<file path="src/rtl/cc_speed_scheduler.sv">
// Game-speed time base: programmable base counter, per-lane tick dividers and start/pause/level-up/game-over sequencing.
// Defining CC_SPEEDSCHEDULER_TICKCOUNT_EN adds a 16-bit lane-0 tick counter output.
module cc_speed_scheduler #(
   parameter int DATAWIDTH   = 23,
   parameter int NUM_LANES   = 4,
   parameter int BASE_PERIOD = 8480,
   parameter int MAX_LEVEL   = 3
) (
   input  logic                 CC_SPEEDSCHEDULER_CLOCK_50,
   input  logic                 CC_SPEEDSCHEDULER_RESET_InLow,
   input  logic                 CC_SPEEDSCHEDULER_start_InHigh,
   input  logic                 CC_SPEEDSCHEDULER_pause_InHigh,
   input  logic                 CC_SPEEDSCHEDULER_levelup_InHigh,
   input  logic                 CC_SPEEDSCHEDULER_gameover_InHigh,
   output logic [NUM_LANES-1:0] CC_SPEEDSCHEDULER_tick_OutLowBUS,
   output logic [1:0]           CC_SPEEDSCHEDULER_level_OutBUS,
   output logic                 CC_SPEEDSCHEDULER_running_OutHigh
`ifdef CC_SPEEDSCHEDULER_TICKCOUNT_EN
   ,
   output logic [15:0]          CC_SPEEDSCHEDULER_tickcount_OutBUS
`endif
);

   localparam int LANE_W = (NUM_LANES > 1) ? $clog2(NUM_LANES) : 1;

   typedef enum logic [1:0] {S_IDLE, S_RUN, S_PAUSE, S_LEVELUP} state_t;

   state_t state, state_next;

   logic clk, rst_n, start, pause, levelup, gameover;
   assign clk      = CC_SPEEDSCHEDULER_CLOCK_50;
   assign rst_n    = CC_SPEEDSCHEDULER_RESET_InLow;
   assign start    = CC_SPEEDSCHEDULER_start_InHigh;
   assign pause    = CC_SPEEDSCHEDULER_pause_InHigh;
   assign levelup  = CC_SPEEDSCHEDULER_levelup_InHigh;
   assign gameover = CC_SPEEDSCHEDULER_gameover_InHigh;

   logic [DATAWIDTH-1:0] base_cnt, period;
   logic [LANE_W-1:0]    lane_cnt [NUM_LANES];
   logic [1:0]           level_q;
   logic [NUM_LANES-1:0] fire;
   logic                 count_en, clear, base_tick, start_acc, level_acc;

   // NOTE: next state gets its default before the case so every path assigns it and no latch is inferred.
   always_comb begin
      state_next = state;
      case (state)
         S_IDLE:    if (start) state_next = S_RUN;
         S_RUN: begin
            if (gameover)     state_next = S_IDLE;
            else if (levelup) state_next = S_LEVELUP;
            else if (pause)   state_next = S_PAUSE;
         end
         S_PAUSE: begin
            if (gameover)     state_next = S_IDLE;
            else if (!pause)  state_next = S_RUN;
         end
         S_LEVELUP: state_next = S_RUN;
         default:   state_next = S_IDLE;
      endcase
   end

   // The resume edge out of PAUSE counts, so a pause of N cycles shifts ticks by exactly N.
   assign count_en  = (state_next == S_RUN) && ((state == S_RUN) || (state == S_PAUSE));
   assign clear     = (state_next == S_IDLE) || (state_next == S_LEVELUP);
   assign start_acc = (state == S_IDLE) && start;
   assign level_acc = (state == S_RUN) && (state_next == S_LEVELUP);
   assign period    = DATAWIDTH'(BASE_PERIOD) >> level_q;
   assign base_tick = count_en && (base_cnt == period - DATAWIDTH'(1));

   always_comb begin
      fire = '0;
      for (int i = 0; i < NUM_LANES; i++)
         fire[i] = base_tick && (lane_cnt[i] == LANE_W'(i));
   end

   // NOTE: sequential state uses non-blocking assignments so every flop samples pre-edge values.
   always_ff @(posedge clk or negedge rst_n) begin
      if (!rst_n) state <= S_IDLE;
      else        state <= state_next;
   end

   always_ff @(posedge clk or negedge rst_n) begin
      if (!rst_n)        base_cnt <= '0;
      else if (clear)    base_cnt <= '0;
      else if (count_en) base_cnt <= base_tick ? '0 : base_cnt + DATAWIDTH'(1);
   end

   // NOTE: lane counters are a handful of control flops, not a RAM, so each one is reset explicitly.
   always_ff @(posedge clk or negedge rst_n) begin
      if (!rst_n) begin
         for (int i = 0; i < NUM_LANES; i++) lane_cnt[i] <= '0;
      end else if (clear) begin
         for (int i = 0; i < NUM_LANES; i++) lane_cnt[i] <= '0;
      end else if (base_tick) begin
         for (int i = 0; i < NUM_LANES; i++)
            lane_cnt[i] <= (lane_cnt[i] == LANE_W'(i)) ? '0 : lane_cnt[i] + LANE_W'(1);
      end
   end

   always_ff @(posedge clk or negedge rst_n) begin
      if (!rst_n)         level_q <= '0;
      else if (start_acc) level_q <= '0;
      else if (level_acc) level_q <= (level_q == 2'(MAX_LEVEL)) ? level_q : level_q + 2'd1;
   end

   // fire is only ever set on an edge that stays in RUN, so every other edge drives the bus high.
   always_ff @(posedge clk or negedge rst_n) begin
      if (!rst_n) begin
         CC_SPEEDSCHEDULER_tick_OutLowBUS  <= '1;
         CC_SPEEDSCHEDULER_running_OutHigh <= 1'b0;
      end else begin
         CC_SPEEDSCHEDULER_tick_OutLowBUS  <= ~fire;
         CC_SPEEDSCHEDULER_running_OutHigh <= (state_next == S_RUN);
      end
   end

   assign CC_SPEEDSCHEDULER_level_OutBUS = level_q;

`ifdef CC_SPEEDSCHEDULER_TICKCOUNT_EN
   always_ff @(posedge clk or negedge rst_n) begin
      if (!rst_n)         CC_SPEEDSCHEDULER_tickcount_OutBUS <= '0;
      else if (start_acc) CC_SPEEDSCHEDULER_tickcount_OutBUS <= '0;
      else if (fire[0])   CC_SPEEDSCHEDULER_tickcount_OutBUS <= CC_SPEEDSCHEDULER_tickcount_OutBUS + 16'd1;
   end
`endif

endmodule

</file>
<file path="config.mk">
export PLATFORM = sky130hd
export DESIGN_NAME = cc_speed_scheduler
export DESIGN_NICKNAME = d
export VERILOG_FILES = /design/src/rtl/cc_speed_scheduler.sv
export SDC_FILE = /design/constraint.sdc
export NUM_CORES = 1
export LEC_CHECK = 0
export CAP_MARGIN = 15
export CORE_AREA = 2 2 70 72
export CTS_CLUSTER_DIAMETER = 120
export DETAILED_ROUTE_END_ITERATION = 7
export DIE_AREA = 0 0 72 74
export PLACE_DENSITY = 0.85
export SYNTH_ARGS = -nofsm -noshare
export SYNTH_HDL_FRONTEND = slang
export SYNTH_SLANG_ARGS = --single-unit
export TNS_END_PERCENT = 30
</file>
<file path="constraint.sdc">
create_clock -name CC_SPEEDSCHEDULER_CLOCK_50 -period 2.93 [get_ports CC_SPEEDSCHEDULER_CLOCK_50]
set_clock_uncertainty 0.15 [all_clocks]
set_input_delay 0.586 -clock CC_SPEEDSCHEDULER_CLOCK_50 [delete_from_list [all_inputs] [get_ports CC_SPEEDSCHEDULER_CLOCK_50]]
set_output_delay 0.586 -clock CC_SPEEDSCHEDULER_CLOCK_50 [all_outputs]
set_load 0.01 [all_outputs]
</file>
# ---- Yosys cells after proc, flatten, opt, wreduce, memory -nomap -nowiden
# Cells that the tools add are included.
# Widths: inputs -> output; s select.
dict set report word_totals {
  regBits 40
  latch_bits 0
  ram_bits 0
  rom_bits 0
  memories 0
}
dict set report classes {
  n_addsub 7
  multipliers 0
  n_div 0
  order_cmp 0
  n_eq_ne 11
  n_shift 1
  muxes 19
  n_bitwise 1
  n_reduce_logical 17
}
# op count
set op_table {}
lappend op_table {{$mux 23} 3}
lappend op_table {{$mux 2} 13}
lappend op_table {{$add 23x1->23 const B} 1}
lappend op_table {{$eq 23x23->1} 1}
lappend op_table {{$shr 14x2->23 const A} 1}
lappend op_table {{$sub 23x1->23 const B} 1}
lappend op_table {{$mux 8} 2}
lappend op_table {{$eq 2x2->1 const B} 6}
lappend op_table {{$add 2x1->2 const B} 5}
lappend op_table {{$logic_and 1x1->1} 8}
lappend op_table {{$pmux 2 s4} 1}
lappend op_table {{$eq 2x1->1 const B} 3}
lappend op_table {{$logic_not 2->1} 3}
lappend op_table {{$reduce_bool 2->1} 3}
lappend op_table {{$not 4->4} 1}
lappend op_table {{$logic_or 1x1->1} 2}
lappend op_table {{$ne 2x2->1 const B} 1}
lappend op_table {{$reduce_and 2->1} 1}

# ---- Depth between registers and ports, before layout
# Gate-level depths: netlist of the first run.
dict set report logic_depth {
  word_depth 10
  ltp_mapped 14
  ltp_nobuf 13
}

# ---- Least setup slack after synthesis of the first run
# Ideal clock, no wire load.
dict set report synth_path {
  path_kind {register to register}
  start {reg state[1]}
  end {reg base_cnt[11]}
  t_arrival_ps 2760
  t_required_ps 2659
  path_slack_ps -101
  stages_incl_launch_ff 15
  n_path_buf 1
  cell_sequence {dfrtp_1 > inv_1 > ha_1 > nor2b_1 > o21ai_0 > a21oi_1 > nor3_1 > a21oi_1 > ha_1 > nand3_1 > nor3_1 > nand4_1 > o31ai_2 > buf_2 > nor2_1}
}
dict set report synth_between {
  elab_cells_between_ends 22
  cone_classes {eq/ne: 5; mux: 10; reduce/logical: 7}
}
# item line_no
set synth_lines {}
lappend synth_lines {{start: declaration} 28} ;# state_t state, state_next;
lappend synth_lines {{start signal: assignment} 80} ;# else state <= state_next;
lappend synth_lines {{$eq 2x2->1, or another cell as far along} 47} ;# case (state)
lappend synth_lines {{$pmux 2 s4 *} 47}
lappend synth_lines {{named net state_next[0]} 28}
lappend synth_lines {{$eq 2x1->1} 64} ;# assign count_en = (state_next == S_RUN) && ((state == S_RUN) || (state == S_PAUSE));
lappend synth_lines {{$logic_and 1x1->1} 64}
lappend synth_lines {{$logic_and 1x1->1} 69} ;# assign base_tick = count_en && (base_cnt == period - DATAWIDTH'(1));
lappend synth_lines {{$mux 23 (2 in series)} 86} ;# else if (count_en) base_cnt <= base_tick ? '0 : base_cnt + DATAWIDTH'(1);
lappend synth_lines {{$mux 23} 85} ;# else if (clear) base_cnt <= '0;
lappend synth_lines {{end signal: assignment} 86}
lappend synth_lines {{end: declaration} 38} ;# logic [DATAWIDTH-1:0] base_cnt, period;
# Mark *: on every way through the listed nets, which the timed path passes. The rest lies on a longest branch. The select of a mux whose other input is x is not followed.
# A chain may end at the register's enable or synchronous reset.

# ---- Final worst setup path of the first run
dict set report layout_path {
  start {reg level_q[0], in the netlist CC_SPEEDSCHEDULER_level_OutBUS[0]}
  end {reg lane_cnt[4] in the netlist's numbering}
}
dict set report layout_between {
  elab_chain_cells 5
}
# item line_no
set layout_lines {}
lappend layout_lines {{start: declaration} 40} ;# logic [1:0] level_q;
lappend layout_lines {{start signal: assignment} 104} ;# else if (level_acc) level_q <= (level_q == 2'(MAX_LEVEL)) ? level_q : level_q + 2'd1;
lappend layout_lines {{$shr 14x2->23} 68} ;# assign period = DATAWIDTH'(BASE_PERIOD) >> level_q;
lappend layout_lines {{$sub 23x1->23} 69}
lappend layout_lines {{$eq 23x23->1} 69}
lappend layout_lines {{$logic_and 1x1->1} 69}
lappend layout_lines {{$reduce_bool 2->1 (no line)} -}
lappend layout_lines {{end signal: indexed assignment} 97} ;# lane_cnt[i] <= (lane_cnt[i] == LANE_W'(i)) ? '0 : lane_cnt[i] + LANE_W'(1);
lappend layout_lines {{end: declaration} 39} ;# logic [LANE_W-1:0] lane_cnt [NUM_LANES];
# No other way between the ends.

==> results of run 1 <==
==> registers in the layout, summed over array words and instances, names as in the netlist <==
signal / flops
lane_cnt: 8
CC_SPEEDSCHEDULER_level_OutBUS: 2
CC_SPEEDSCHEDULER_tick_OutLowBUS: 4
state: 2
CC_SPEEDSCHEDULER_running_OutHigh: 1
base_cnt: 23
==> per-layer routing <==
layer / vias to the layer above / global-route usage (%) / part of all wire, %
li1: 945 / - / -
met1: 982 / 25.8 / 44
met2: 52 / 36.6 / 50
met3: 14 / 4.88 / 4.0
met4: 0 / 7.34 / 1.8
met5: - / 0 / 0
==> final cells by class <==
class,count,area (µm²)
clock inverters,2,35.0
flip-flops and latches,40,1010
clock buffers,6,72.6
fillers,385,1710
repair buffers,33,297
well taps,54,67.6
multi-input cells,190,1360
inverters,12,45.0
==> power by group through the flow <==
stage          Sequential [mW]  Combinational [mW]  Clock (mW)
2_1_floorplan            0.644               0.542           0
3_3_place_gp             0.646               0.840           0
3_5_place_dp             0.647               0.860           0
4_1_cts                  0.632               0.934       0.462
5_1_grt                  0.639                1.08       0.480
6_report                 0.635               0.993       0.461
==> stage by stage <==
step	util, %	total power [mW]	std cells	setup slack [ns]
2_1_floorplan	-	1.19	252	0.00223
3_3_place_gp	58.4	1.49	324	-0.213
3_5_place_dp	58.4	1.51	324	-0.297
4_1_cts	61.5	2.03	335	0.0159
5_1_grt	62.7	2.20	337	-0.0537
6_report	62.7	2.09	337	0.0667
==> cell usage after synthesis (all sizes together) <==
library cell,count,area [µm²]
dfrtp,36,901
nor2,28,105
ha,20,250
xor2,19,166
nand4,18,113
nand3,17,90.1
a21oi,15,75.1
nand2,14,52.6
inv,12,45.0
o31ai,10,80.1
clkbuf,7,26.3
nor3,5,25.0
xnor2,5,43.8
dfstp,4,105
or3,4,25.0
and2,3,18.8
and3,3,18.8
buf,3,13.8
mux2i,3,30.0
o21ai,3,15.0
or2,3,18.8
or4,3,22.5
and4,2,17.5
nand2b,2,12.5
nand3b,2,15.0
nor2b,2,12.5
a222oi,1,10.0
a22oi,1,7.51
a32oi,1,8.76
mux2,1,11.3
nor4,1,6.26
nor4bb,1,10.0
o2111a,1,11.3
o211a,1,10.0
or4bb,1,11.3
==> cell families after synthesis <==
| family | share of synthesized area [%] |
|---|---|
| simple gates | 24.1 |
| flops | 42.2 |
| compound gates | 9.13 |
| xor+xnor | 8.81 |
| buf+inv | 3.57 |
| fa+ha+maj | 10.5 |
| mux | 1.73 |
==> critical path, cell delays in order, from the launching register on <==
cell	delay, ns
dfrtp_2	0.42
inv_1	0.09
ha_1	0.22
inv_1	0.07
ha_1	0.16
or4bb_4	0.50
a21oi_4	0.18
mux2_4	0.35
or4_1	0.50
a21oi_1	0.15
==> worst paths after layout <==
check / endpoint / depth (start not counted) / from / slack (ns)
max: lane_cnt[4]$_DFFE_PN0P_ / 9 / CC_SPEEDSCHEDULER_level_OutBUS[0]$_DFFE_PN0P_ / 0.07
min: state[1]$_DFF_PN0_ / 1 / CC_SPEEDSCHEDULER_RESET_InLow / 0.24
max reg2reg: lane_cnt[4]$_DFFE_PN0P_ / 9 / CC_SPEEDSCHEDULER_level_OutBUS[0]$_DFFE_PN0P_ / 0.07
min reg2reg: CC_SPEEDSCHEDULER_tick_OutLowBUS[1]$_DFF_PN1_ / 1 / lane_cnt[5]$_DFFE_PN0P_ / 0.34
max in group asynchronous: CC_SPEEDSCHEDULER_level_OutBUS[0]$_DFFE_PN0P_ / 1 / CC_SPEEDSCHEDULER_RESET_InLow / 1.77
min in group CC_SPEEDSCHEDULER_CLOCK_50: CC_SPEEDSCHEDULER_tick_OutLowBUS[1]$_DFF_PN1_ / 1 / lane_cnt[5]$_DFFE_PN0P_ / 0.34
==> what timing repair did <==
action,CTS,global route
hold buffers,0,0
pin swaps,2,3
endpoints found under the hold margin,0,0
endpoints found under the setup margin,3,31
gates resized for setup,3,12
setup buffers,3,2
==> flow_summary.json, run 1 <==
{
  "status": "finished, final reports clean",
  "dieArea_mm2": 0.00533,
  "synth_area_per_cell_um2": 9.46,
  "port_buffers": 12,
  "core_area_mm2": 0.00460,
  "wire_per_inst_um": 15.8,
  "areaGrowthSynthToFinish_pct": 20.9,
  "final_area_mm2": 0.00288,
  "startpoint_type": "register",
  "pwr-share-clk_pct": 22.1,
  "synth-seq-cells": 40,
  "power_density_mw_per_mm2": 724,
  "grt_pass1_wl_mm": 8.72,
  "grt_max_degree": 41,
  "syn_area_mm2": 0.00238,
  "clkSinkCount": 40,
  "critPathMaxFanout": 6,
  "routabilityCongestion": 0.847,
  "p_int_mw": 1.28,
  "min_period_ns": 2.86,
  "overflow": 0,
  "dr.pass1.iters": 4,
  "synth_fp_nets": 278,
  "cts_tree": "done",
  "hpwl_mm": 3.53,
  "placed_area_mm2": 0.00268,
  "clk_pin_slew_ns": 0.08,
  "period_share_pct": 97.7,
  "p_sw_mw": 0.810,
  "syn_inst": 252,
  "cts_buffers": 5,
  "end_kind": "register",
  "final_antenna_net_count": 0,
  "peakVddDrop_mv": 0.454,
  "hold_class": "in -> async",
  "synth_warnings": 0,
  "start_util_pct": 51.9,
  "finalHoldViolCount": 0,
  "crit_type": "reg -> reg",
  "cts.path.max_buffers": 2,
  "die_height_um": 74,
  "critPathRequiredTime_ns": 3.02,
  "power_frac_seq_pct": 30.4,
  "synth_cell_type_count": 38,
  "track_usage_pct": 21.0,
  "yosysSeqAreaShare_pct": 42.2,
  "insertion_delay_ns": 0.31,
  "grt_antenna_before_repair": 0,
  "fin_hold_ws_ns": 0.245,
  "fmax_ghz": 0.349,
  "critPathArrivalTime_ns": 2.95,
  "leakagePower_nw": 1.24,
  "fp.dieW_um": 72,
  "drt-initial-drc-count": 177,
  "cts_max_level": 2,
  "root_buffer": "clkbuf_8",
  "switching_share_pct": 38.8,
  "setup_tns_ns": 0,
  "diodes": 0,
  "drc": 0,
  "rows": 25,
  "first_global_vias": 1910,
  "maxSlewViolCount": 0,
  "finalSetupViolCount": 0,
  "final_common_cell": "dfrtp_1",
  "layout_common_cells": "dfrtp_1 (34), nor2_1 (28), xor2_1 (19), buf_4 (19), nand4_1 (18)",
  "drt-vias-per-instance": 5.91,
  "nets": 308,
  "maxSlewHeadroom_pct": 41.1,
  "drive_gt1_share_pct": 19.4,
  "worstMarginPinSlew_ns": 0.884,
  "vias": 1993,
  "cap_violations": 0,
  "routed_wl_mm": 5.32,
  "pwr-share-comb_pct": 47.6,
  "ioPinCount": 13
}
Power figures use the tool's default switching activity.
==> inputs of run 2 (changes only) <==
--- a/config.mk
+++ b/config.mk
@@ -6,10 +6,10 @@
 export NUM_CORES = 1
 export LEC_CHECK = 0
 export CAP_MARGIN = 15
-export CORE_AREA = 2 2 70 72
-export CTS_CLUSTER_DIAMETER = 120
+export CORE_AREA = 5 5 73 75
+export CTS_CLUSTER_DIAMETER = 40
 export DETAILED_ROUTE_END_ITERATION = 7
-export DIE_AREA = 0 0 72 74
+export DIE_AREA = 0 0 78 80
 export PLACE_DENSITY = 0.85
 export SYNTH_ARGS = -nofsm -noshare
 export SYNTH_HDL_FRONTEND = slang
==> flow_summary.json, run 2 (synthesis gave the netlist of run 1 again) <==
{
  "cts_max_level": 2,
  "stdcell_count": 344,
  "grt_pass1_wl_mm": 8.38,
  "cts_buffers": 5,
  "crit_type": "in -> reg",
  "cts.path.max_buffers": 2,
  "fmax_ghz": 0.333,
  "largest_reg_flops": 23,
  "drc": 0,
  "cap_violations": 0,
  "total_power_mw": 2.49,
  "clk_pin_slew_ns": 0.09,
  "power_density_mw_per_mm2": 830,
  "worst_slack_ns": -0.0708,
  "switching_share_pct": 39.1,
  "finalHoldViolCount": 0,
  "multi_input_area_mm2": 0.00138,
  "grt_max_degree": 41,
  "p_sw_mw": 0.974,
  "ioPinCount": 13,
  "crit_top_cell": "a21oi_1",
  "diodes": 0,
  "critPathMaxFanout": 6,
  "dieArea_mm2": 0.00624,
  "layout_common_cells": "dfrtp_1 (33), nor2_1 (28), buf_4 (22)",
  "reg_top3": "base_cnt (23), lane_cnt (8), CC_SPEEDSCHEDULER_tick_OutLowBUS (4)",
  "clkSinkCount": 40,
  "insertion_delay_ns": 0.30,
  "finalSetupViolCount": 24,
  "worstMarginPinSlew_ns": 0.902,
  "violations": "setup timing",
  "post-place-cells": 324,
  "drive_gt1_share_pct": 21.0,
  "hpwl_mm": 3.47,
  "status": "finished with violations",
  "first_global_vias": 1823,
  "crit_path_max_incr_delay_ns": 0.50,
  "fin_hold_ws_ns": 0.258,
  "overflow": 0,
  "utilization_pct": 65.3,
  "areaGrowthSynthToFinish_pct": 25.9,
  "port_buffers": 12,
  "placed_area_mm2": 0.00268,
  "start_util_pct": 51.9,
  "path_cells": "clkdlybuf4s50_1 -> a22oi_1 -> a21oi_1 -> nor3_1 -> a21oi_1 -> ha_2 -> nand3_4 -> nor3_4 -> nand4_1 -> buf_4 -> o31ai_4 -> buf_6 -> buf_12 -> o21ai_1",
  "grt_antenna_before_repair": 0,
  "pwr-share-comb_pct": 55.7,
  "die_height_um": 80,
  "period_share_pct": 102,
  "seq_area_mm2": 0.00101,
  "power_frac_seq_pct": 25.9,
  "cts_tree": "done",
  "final_common_cell": "dfrtp_1",
  "crit_slowest_cell": "clkdlybuf4s50_1",
  "nets": 315,
  "wire_per_inst_um": 17.4,
  "core_area_mm2": 0.00460,
  "end_kind": "register",
  "drt-vias-per-instance": 6.03,
  "startpoint_type": "input port",
  "min_period_ns": 3.00,
  "critPathRequiredTime_ns": 2.96,
  "maxSlewViolCount": 0,
  "pwr-share-clk_pct": 18.4,
  "p_int_mw": 1.52,
  "fp.dieW_um": 78,
  "routabilityCongestion": 0.818,
  "final_area_mm2": 0.00300,
  "leakagePower_nw": 1.32,
  "peakVddDrop_mv": 0.501,
  "rows": 25,
  "top_register": "base_cnt",
  "hold_class": "in -> async",
  "drt-initial-drc-count": 167,
  "maxSlewHeadroom_pct": 39.9,
  "critPathArrivalTime_ns": 3.03,
  "routed_wl_mm": 6.00,
  "track_usage_pct": 16.7,
  "root_buffer": "clkbuf_8",
  "final_antenna_net_count": 0,
  "dr.pass1.iters": 4,
  "vias": 2073,
  "nFillCells": 353
}
## run 2: cell count changes in the layout (fill, tap and decap cells not counted), moves of 2 or more
cell,change
buf_4,+3
buf_6,+2
clkbuf_16,+2
ha_2,-2
o21ai_0,-2
o21ai_1,+2
o31ai_2,-2
## run 2: layout make-up
class / instances / share of cell area, %
clock buffers: 6 / 2.42
clock inverters: 2 / 1.17
inverters: 12 / 1.50
multi-input cells: 190 / 46.0
flip-flops and latches: 40 / 33.6
well taps: 54 / 2.25
repair buffers: 40 / 13.0
## run 2: metrics by stage
stage	setup TNS, ns	setup WS (ns)
after floorplan	0	0.00223
after global placement	-5.80	-0.244
after detailed placement	-9.05	-0.352
after CTS	0	0.00679
after global routing	-2.93	-0.128
final	-0.795	-0.0708
## run 2: worst max-delay path, delay by kind of cell
kind | cells | cell delay, ns
buf+inv | 4 | 0.97
compound gates | 5 | 0.75
simple gates | 4 | 0.45
fa+ha+maj | 1 | 0.26
## run 2: timing repair
action / 4_1_cts / 5_1_grt
buffers inserted: 2 / 7
pin swaps: 3 / 5
hold buffers: 0 / 0
resized for setup: 4 / 16
setup endpoints to repair: 11 / 31
cloned: 0 / 3
## run 2: power by group through the flow
stage / sequential, mW / clock (mW) / combinational, mW
floorplan: 0.644 / 0 / 0.542
global placement: 0.645 / 0 / 0.845
detailed placement: 0.647 / 0 / 0.863
CTS: 0.637 / 0.459 / 0.906
global route: 0.649 / 0.486 / 1.46
finish: 0.644 / 0.459 / 1.39
## run 2: final timing paths
kind | from | endpoint | slack, ns | depth (start not counted)
worst min register to register | lane_cnt[4]$_DFFE_PN0P_ | CC_SPEEDSCHEDULER_tick_OutLowBUS[1]$_DFF_PN1_ | 0.33 | 1
worst max register to register | state[1]$_DFF_PN0_ | base_cnt[1]$_DFFE_PN0P_ | -0.04 | 16
min in group CC_SPEEDSCHEDULER_CLOCK_50 | lane_cnt[4]$_DFFE_PN0P_ | CC_SPEEDSCHEDULER_tick_OutLowBUS[1]$_DFF_PN1_ | 0.33 | 1
worst min-delay path | CC_SPEEDSCHEDULER_RESET_InLow | lane_cnt[0]$_DFFE_PN0P_ | 0.26 | 1
max in group asynchronous | CC_SPEEDSCHEDULER_RESET_InLow | CC_SPEEDSCHEDULER_level_OutBUS[1]$_DFFE_PN0P_ | 1.75 | 1
worst max-delay path | CC_SPEEDSCHEDULER_levelup_InHigh | base_cnt[1]$_DFFE_PN0P_ | -0.07 | 14
## run 2: layer usage
metal	track usage, %	routed length, µm	up-vias
li1	-	-	966
met1	21.5	2500	1027
met2	27.5	3010	68
met3	3.84	345	12
met4	5.41	140	0
met5	0	0	-
==> inputs of run 3 (changes only) <==
--- a/config.mk
+++ b/config.mk
@@ -11,6 +11,7 @@
 export DETAILED_ROUTE_END_ITERATION = 7
 export DIE_AREA = 0 0 78 80
 export PLACE_DENSITY = 0.85
+export REMOVE_ABC_BUFFERS = 1
 export SYNTH_ARGS = -nofsm -noshare
 export SYNTH_HDL_FRONTEND = slang
 export SYNTH_SLANG_ARGS = --single-unit
==> flow_summary.json, run 3 (synthesis gave the netlist of run 1 again) <==
{
  "crit_end": "base_cnt[4]$_DFFE_PN0P_",
  "dp_slack_ns": -0.395,
  "leakagePower_nw": 1.32,
  "cap_violations": 0,
  "reg2reg_depth": 13,
  "met3_usage_pct": 5.42,
  "power_frac_seq_pct": 27.5,
  "maxSlewViolCount": 0,
  "final_area_mm2": 0.00302,
  "start_util_pct": 51.9,
  "hpwl_mm": 3.64,
  "vias": 2061,
  "reg2reg_slack_ns": -0.01,
  "cts_tree": "done",
  "total_power_mw": 2.30,
  "grt_max_degree": 41,
  "use_met1_pct": 25.5,
  "p_sw_mw": 0.946,
  "grt_antenna_before_repair": 0,
  "insertion_delay_ns": 0.30,
  "fmax_ghz": 0.336,
  "die_height_um": 80,
  "dieArea_mm2": 0.00624,
  "min_period_ns": 2.97,
  "cts_buffers": 5,
  "worst_slack_ns": -0.0450,
  "clkSinkCount": 40,
  "pwr-share-comb_pct": 52.7,
  "violations": "setup timing",
  "placed_area_mm2": 0.00271,
  "overflow": 0,
  "root_buffer": "clkbuf_8",
  "first_global_vias": 2047,
  "hold_buffers": 0,
  "p_int_mw": 1.35,
  "hold_class": "in -> async",
  "period_share_pct": 102,
  "grt_pass1_wl_mm": 9.83,
  "fin_hold_ws_ns": 0.248,
  "final_antenna_net_count": 0,
  "critPathRequiredTime_ns": 2.97,
  "startpoint_type": "input port",
  "rsz0062_at_grt": "yes",
  "finalSetupViolCount": 23,
  "track_usage_pct": 19.7,
  "routed_wl_mm": 5.92,
  "drt-initial-drc-count": 141,
  "pwr-share-clk_pct": 19.8,
  "status": "finished with violations",
  "ioPinCount": 13,
  "finalHoldViolCount": 0,
  "peakVddDrop_mv": 0.428,
  "port_buffers": 12,
  "drt-vias-per-instance": 5.97,
  "drive_gt1_share_pct": 25.4,
  "drc": 0,
  "clk_pin_slew_ns": 0.09,
  "crit_type": "in -> reg",
  "reg_top3": "base_cnt (23), lane_cnt (8), CC_SPEEDSCHEDULER_tick_OutLowBUS (4)",
  "core_area_mm2": 0.00460,
  "routabilityCongestion": 0.780,
  "setup_tns_ns": -0.739,
  "maxSlewHeadroom_pct": 41.2,
  "rows": 25,
  "top_register": "base_cnt",
  "r2r_start": "state[0]$_DFF_PN0_",
  "fp.dieW_um": 78,
  "post-place-cells": 331,
  "final_common_cell": "dfrtp_1",
  "power_density_mw_per_mm2": 761,
  "dr.pass1.iters": 4,
  "gr-max-usage-layer": "met2",
  "critPathMaxFanout": 20,
  "largest_reg_flops": 23,
  "met2_usage_pct": 30.6,
  "nets": 316,
  "areaGrowthSynthToFinish_pct": 26.5,
  "wire_per_inst_um": 17.1,
  "utilization_pct": 65.6,
  "worstMarginPinSlew_ns": 0.882,
  "cts.path.max_buffers": 2,
  "critPathArrivalTime_ns": 3.01,
  "layout_common_cells": "dfrtp_1 (35), buf_4 (28), nor2_1 (27)",
  "cts_max_level": 2,
  "startpoint": "CC_SPEEDSCHEDULER_levelup_InHigh",
  "switching_share_pct": 41.2,
  "end_kind": "register",
  "nFillCells": 346,
  "diodes": 0,
  "reg2reg_to": "base_cnt[4]$_DFFE_PN0P_",
  "stdcell_count": 345
}
-- run 3: cell count changes in the layout (fill, tap and decap cells not counted), moves of 2 or more --
cell       previous run  this run
buf_4                22        28
a21oi_1              14        10
a21oi_2               1         4
buf_6                 2         0
clkbuf_16             2         0
dfrtp_1              33        35
dfrtp_2               3         1
nor3_1                4         2
nor3_2                0         2
-- run 3: how the worst min path moves through the flow --
stage	start	end	slack (ns)	depth (start not counted)
after floorplan	CC_SPEEDSCHEDULER_RESET_InLow	CC_SPEEDSCHEDULER_level_OutBUS[0]$_DFFE_PN0P_	0.14	0
after global placement	lane_cnt[5]$_DFFE_PN0P_	CC_SPEEDSCHEDULER_tick_OutLowBUS[1]$_DFF_PN1_	0.31	1
after detailed placement	lane_cnt[5]$_DFFE_PN0P_	CC_SPEEDSCHEDULER_tick_OutLowBUS[1]$_DFF_PN1_	0.32	1
after CTS	CC_SPEEDSCHEDULER_RESET_InLow	lane_cnt[5]$_DFFE_PN0P_	0.28	1
after global routing	CC_SPEEDSCHEDULER_RESET_InLow	lane_cnt[5]$_DFFE_PN0P_	0.33	1
final	CC_SPEEDSCHEDULER_RESET_InLow	lane_cnt[5]$_DFFE_PN0P_	0.25	1
-- run 3: power groups by stage --
| stage | Clock, mW | Combinational, mW | Sequential (mW) |
|---|---|---|---|
| 4_1_cts | 0.461 | 1.02 | 0.625 |
| 3_5_place_dp | 0 | 0.944 | 0.636 |
| 2_1_floorplan | 0 | 0.475 | 0.642 |
| 3_3_place_gp | 0 | 0.918 | 0.633 |
| 5_1_grt | 0.496 | 1.31 | 0.640 |
| 6_report | 0.455 | 1.21 | 0.632 |
-- run 3: repair_timing --
item / CTS / global route
gates resized for setup: 6 / 31
pin swaps: 5 / 12
setup buffers: 2 / 5
endpoints found under the setup margin: 31 / 35
hold endpoints to repair: 0 / 0
-- run 3: routing by layer --
layer	up-vias	routed length [µm]
met3	22	281
met2	76	2940
met5	-	0
met1	1000	2470
met4	0	233
li1	963	-
-- run 3: layout make-up --
| cell class | count | area, µm² | area share [%] |
|---|---|---|---|
| multi-input cells | 190 | 1440 | 47.7 |
| clock buffers | 5 | 68.8 | 2.28 |
| flip-flops and latches | 40 | 1010 | 33.4 |
| inverters | 12 | 45.0 | 1.49 |
| well taps | 54 | 67.6 | 2.24 |
| repair buffers | 41 | 348 | 11.5 |
| clock inverters | 3 | 42.5 | 1.41 |
-- run 3: worst max-delay path, cell delays in order --
cell             delay (ns)
clkdlybuf4s50_1        0.49
a22oi_1                0.08
a21oi_1                0.18
nor3_2                 0.07
a21oi_2                0.18
ha_2                   0.26
nand3_4                0.09
nor3_4                 0.20
nand4_1                0.16
buf_4                  0.19
o31ai_4                0.25
buf_12                 0.19
nor2_1                 0.06
